$ cat src/rtl/parking_slot_manager_pkg.sv
// Shared definitions for the parking slot manager: class indices, default
// capacities and the per-class event decode.
package parking_slot_manager_pkg;

  localparam int CLASS_GENERAL     = 0;
  localparam int CLASS_HANDICAPPED = 1;
  localparam int CLASS_EV          = 2;

  localparam int DEF_NUM_CLASSES     = 3;
  localparam int DEF_CNT_W           = 5;
  localparam int DEF_DEBOUNCE_CYCLES = 4;
  localparam logic [DEF_NUM_CLASSES*DEF_CNT_W-1:0] DEF_CAP_VEC = {5'd5, 5'd5, 5'd20};

  typedef enum logic [1:0] {
    EV_NONE  = 2'b00,
    EV_ENTER = 2'b01,
    EV_EXIT  = 2'b10,
    EV_BOTH  = 2'b11
  } slot_event_t;

  function automatic slot_event_t decode_event(input logic ent, input logic ext);
    return slot_event_t'({ext, ent});
  endfunction

endpackage

$ cat src/rtl/parking_slot_manager_sensor_conditioner.sv
// Raw sensor conditioning: two-flop synchroniser, debounce, and a one-cycle
// pulse on the accepted 0->1 transition of the debounced level.
module sensor_conditioner #(
  parameter int DEBOUNCE_CYCLES = 4
) (
  input  logic clk,
  input  logic reset,
  input  logic raw,
  output logic pulse
);

  localparam int DB_W = (DEBOUNCE_CYCLES > 1) ? $clog2(DEBOUNCE_CYCLES) : 1;
  localparam logic [DB_W-1:0] DB_LOAD = DB_W'(DEBOUNCE_CYCLES - 1);

  logic            sync1;
  logic            sync2;
  logic            level;
  logic            level_q;
  logic [DB_W-1:0] db_cnt;

  // Down-counter reloads on any match; level flips on the DEBOUNCE_CYCLES-th
  // consecutive mismatch. Everything resets high so a sensor held high
  // across reset never looks like a new arrival.
  always_ff @(posedge clk or posedge reset) begin
    if (reset) begin
      sync1   <= 1'b1;
      sync2   <= 1'b1;
      level   <= 1'b1;
      level_q <= 1'b1;
      db_cnt  <= DB_LOAD;
      pulse   <= 1'b0;
    end else begin
      sync1 <= raw;
      sync2 <= sync1;
      if (sync2 == level) begin
        db_cnt <= DB_LOAD;
      end else if (db_cnt == '0) begin
        level  <= sync2;
        db_cnt <= DB_LOAD;
      end else begin
        db_cnt <= db_cnt - 1'b1;
      end
      level_q <= level;
      pulse   <= level & ~level_q;
    end
  end

endmodule

$ cat src/rtl/parking_slot_manager.sv
// Multi-class free-slot tracker: per-class saturating counts, full/empty
// flags, sticky error bits and a lot-wide free total.
module parking_slot_manager
  import parking_slot_manager_pkg::*;
#(
  parameter int NUM_CLASSES     = DEF_NUM_CLASSES,
  parameter int CNT_W           = DEF_CNT_W,
  parameter logic [NUM_CLASSES*CNT_W-1:0] CAP_VEC = DEF_CAP_VEC,
  parameter int DEBOUNCE_CYCLES = DEF_DEBOUNCE_CYCLES
) (
  input  logic                           clk,
  input  logic                           reset,
  input  logic [NUM_CLASSES-1:0]         entry,
  input  logic [NUM_CLASSES-1:0]         exit,
  input  logic                           err_clr,
  output logic [NUM_CLASSES*CNT_W-1:0]   free_slots,
  output logic [NUM_CLASSES-1:0]         full,
  output logic [NUM_CLASSES-1:0]         empty,
  output logic [CNT_W+1:0]               total_free,
  output logic [NUM_CLASSES-1:0]         err_sticky
);

  function automatic logic [CNT_W+1:0] cap_sum(input logic [NUM_CLASSES*CNT_W-1:0] caps);
    logic [CNT_W+1:0] s;
    s = '0;
    for (int i = 0; i < NUM_CLASSES; i++) begin
      s = s + (CNT_W+2)'(caps[i*CNT_W +: CNT_W]);
    end
    return s;
  endfunction

  localparam logic [CNT_W+1:0] CAP_TOTAL = cap_sum(CAP_VEC);

  logic [NUM_CLASSES-1:0]       ent_p;
  logic [NUM_CLASSES-1:0]       ext_p;
  logic [NUM_CLASSES*CNT_W-1:0] free_next;
  logic [NUM_CLASSES-1:0]       full_next;
  logic [NUM_CLASSES-1:0]       empty_next;
  logic [NUM_CLASSES-1:0]       err_set;
  logic [CNT_W+1:0]             total_next;

  for (genvar g = 0; g < NUM_CLASSES; g++) begin : g_class
    localparam logic [CNT_W-1:0] CAP = CAP_VEC[g*CNT_W +: CNT_W];

    logic [CNT_W-1:0] cur;
    logic [CNT_W-1:0] nxt;
    logic             err_g;

    sensor_conditioner #(.DEBOUNCE_CYCLES(DEBOUNCE_CYCLES)) u_entry (
      .clk   (clk),
      .reset (reset),
      .raw   (entry[g]),
      .pulse (ent_p[g])
    );

    sensor_conditioner #(.DEBOUNCE_CYCLES(DEBOUNCE_CYCLES)) u_exit (
      .clk   (clk),
      .reset (reset),
      .raw   (exit[g]),
      .pulse (ext_p[g])
    );

    assign cur = free_slots[g*CNT_W +: CNT_W];

    // Simultaneous entry and exit nets to zero and is never an error.
    always_comb begin
      nxt   = cur;
      err_g = 1'b0;
      case (decode_event(ent_p[g], ext_p[g]))
        EV_ENTER: begin
          if (cur != '0) nxt = cur - 1'b1;
          else           err_g = 1'b1;
        end
        EV_EXIT: begin
          if (cur < CAP) nxt = cur + 1'b1;
          else           err_g = 1'b1;
        end
        default: ;
      endcase
    end

    assign free_next[g*CNT_W +: CNT_W] = nxt;
    assign full_next[g]                = (nxt == '0);
    assign empty_next[g]               = (nxt == CAP);
    assign err_set[g]                  = err_g;
  end

  // Total and flags are built from next-state counts so they register
  // in the same cycle as free_slots.
  always_comb begin
    total_next = '0;
    for (int i = 0; i < NUM_CLASSES; i++) begin
      total_next = total_next + (CNT_W+2)'(free_next[i*CNT_W +: CNT_W]);
    end
  end

  always_ff @(posedge clk or posedge reset) begin
    if (reset) begin
      free_slots <= CAP_VEC;
      full       <= '0;
      empty      <= '1;
      total_free <= CAP_TOTAL;
      err_sticky <= '0;
    end else begin
      free_slots <= free_next;
      full       <= full_next;
      empty      <= empty_next;
      total_free <= total_next;
      err_sticky <= err_set | (err_sticky & {NUM_CLASSES{~err_clr}});
    end
  end

endmodule
$ cat config.mk
export PLATFORM = sky130hd
export DESIGN_NAME = parking_slot_manager
export DESIGN_NICKNAME = d
export VERILOG_FILES = /design/src/rtl/parking_slot_manager_pkg.sv /design/src/rtl/parking_slot_manager_sensor_conditioner.sv /design/src/rtl/parking_slot_manager.sv
export SDC_FILE = /design/constraint.sdc
export NUM_CORES = 1
export LEC_CHECK = 0
export ABC_AREA = 1
export CAP_MARGIN = 30
export CORE_ASPECT_RATIO = 0.6
export CORE_MARGIN = 3
export CORE_UTILIZATION = 56
export CTS_CLUSTER_SIZE = 14
export DETAILED_ROUTE_END_ITERATION = 8
export GPL_TIMING_DRIVEN = 0
export PLACE_DENSITY = 0.76
export SLEW_MARGIN = 20
export SYNTH_ARGS = -nofsm -noshare
export SYNTH_HDL_FRONTEND = slang
export SYNTH_SLANG_ARGS = --single-unit
$ cat constraint.sdc
create_clock -name clk -period 3.5 [get_ports clk]
set_input_delay 0.7 -clock clk [delete_from_list [all_inputs] [get_ports clk]]
set_output_delay 0.7 -clock clk [all_outputs]
set_load 0.01 [all_outputs]
==> qor.yml <==
status: "finished clean"
totalWireLength_um: 7390
antenna_cells: 0
wl_per_cell_um: 13.6
first_iter_violations: 204
nets: 491
max_freq_ghz: 0.310
path_cells: "inv_1 > ha_1 > o22ai_1 > nand3b_1 > nand2_1 > nand2_1 > inv_1 > fa_1 > inv_1 > ha_1 > nand2_1 > nor2_1 > a211oi_1 > nor2_1 > o21a_1"
cts_sinks: 73
yosysTopAreaCell: "dfstp_2"
vias_per_cell: 5.03
min_path_cells: 0
ys_types: 28
fp.dieH_um: 68.8
min_period_over_period_pct: 92.2
worst_setup_path_end_kind: "register"
synth-edff-count: 0
synth.cell_area_um2: 3690
synthTopCellsByCount: "106 x nand2_1, 58 x inv_1, 49 x dfstp_2, 32 x nor2_1, 29 x nand3_1"
ant_nets: 0
async_flop_share_pct: 100
max-clock-path-buffers: 2
worst_pin_slew_ns: 0.489
htree_levels: 3
syn_area_per_cell_um2: 9.15
grt_pass1_wl_um: 12300
fp.coreArea_um2: 6250
max-cap-violations: 0
netlist.area_leader.share_pct: 34.9
synth_flop_cell: "dfstp_2"
synth_area_leaders: "dfstp_2 35%, dfrtp_1 16%, nand2_1 11%, ha_1 7.5%, inv_1 5.9%"
antenna_found_initial: 0
netlist_instances: 403
holdWs_ns: 0.360
syn2layout_area_growth_pct: 19.9
postCtsHoldBufs: 0
die_area_um2: 7620
track_usage_pct: 20.9
multiInputGateArea_um2: 1520
dp_slack_ns: 0.314
yosys_warnings: 0
cp.required_ns: 3.73
peakVddDrop_v: 0.000474
crit_slowest_cell: "dfstp_2"
io_pins: 40
overflow: 0
gp_congestion: 0.873
cts_inserted_buffers: 9
min_path_type: "reg -> reg"
syn-num-nets: 440
r2r_cells: 15
cts_tree: "done"
nFillCells: 473
first_global_vias: 2576
regArea_um2: 1890
post_cts_buffers: 0
start_kind: "register"
layout_min_cycle_time_ns: 3.23
seq_area_frac_synth_pct: 51.2
start_util_pct: 59.0
cts.clk_slew.worst_paths_ns: 0.08
tns_ns: 0
drc_errors: 0
cts-resized-gates: 0
insertion_delay_ns: 0.34
firstDrtPassIters: 6
hold_viol_final: 0
drive_gt1_share_pct: 21.1
clockRootBuffer: "clkbuf_8"
worstPathArrival_ns: 3.45
power_density_nw_per_um2: 988
timing.reg2reg.setup_slack_ns: 0.27
leakage_uw: 0.00219
ys_seq_elements: 73
grt_max_degree: 42
rsz0062_at_grt: "false"
slowest_delay_ns: 0.59
post-dp-hpwl_um: 5720
critPathKind: "reg -> reg"
cp_max_fo: 6
synth.most_common_cell: "nand2_1"
drv_slew: 0
finalWorstSetupSlack_ns: 0.274
setup-violations-final: 0
max-slew-margin-rel_pct: 67.4
portBuffers: 39
fin_skew_ns: 0.00637
rows: 22
die_w_um: 111
vias: 2730
[kinds of logic after synthesis]
logic type | count (synthesis) | share of synthesized area (%)
simple gates | 196 | 23.6
xor+xnor | 11 | 2.61
fa+ha+maj | 28 | 10.7
flops | 73 | 51.2
buf+inv | 68 | 7.50
compound gates | 27 | 4.38
[cell type report]
type	instances	area share, %
repair buffers	40	9.29
plain buffers	1	0.255
multi-input cells	262	34.4
flip-flops and latches	73	42.7
inverters	67	6.06
well taps	84	2.38
clock inverters	5	1.39
clock buffers	11	3.46
[sequential cells by signal (all words and copies together), names as in the netlist, 6 cells and up]
signal,flops
free_slots,15
total_free,7
g_class.u_entry.db_cnt,6
g_class.u_exit.db_cnt,6
[power by group]
part | switching (µW) | internal, µW
combinational | 1330 | 900
sequential | 191 | 1250
clock | 315 | 377
[placed cells by master, fill, tap and decap left out, types with 3 or more instances in the layout]
cell type,instances
a21oi_1,3
clkbuf_8,9
clkdlybuf4s50_1,39
dfrtp_1,24
dfstp_2,49
fa_1,6
ha_1,22
inv_1,57
inv_2,8
nand2_1,106
nand2_2,7
nand3_1,29
nand3_2,3
nand4_1,10
nor2_1,32
nor2_2,5
o21ai_0,14
o21ai_2,3
xor2_1,10
[stage by stage]
step                      power (µW)  cell area [µm²]  instances  utilization, %
after floorplan                 2960             3690        403               -
after CTS                       4370             4420        543            70.7
final                           4360             4420        543            70.7
after detailed placement        3640             4200        527            67.3
after global placement          3550             4180        526            66.9
after global routing            4740             4420        543            70.7
[routing by layer]
metal  GRT usage (%)  part of all wire (%)
met1            29.2                    50
met4            5.22                  0.60
met2            33.1                    45
met3            5.41                   4.9
met5               0                     0
[final timing paths]
check                                          end               startpoint
max in group asynchronous            free_slots[7]                    reset
hold / removal             g_class[2].u_exit.sync2  g_class[2].u_exit.sync1
hold reg to reg            g_class[2].u_exit.sync2  g_class[2].u_exit.sync1
setup / recovery                     total_free[6]           free_slots[10]
setup reg to reg                     total_free[6]           free_slots[10]
min in group asynchronous  g_class[0].u_exit.pulse                    reset
[critical path: cells and delay by family, from the launching register on]
kind / cells / cell delay, ns
compound gates: 3 / 0.67
fa+ha+maj: 3 / 1.11
buf+inv: 3 / 0.23
simple gates: 6 / 0.53
flops: 1 / 0.59
No activity file was read; power rests on OpenSTA's default activity.
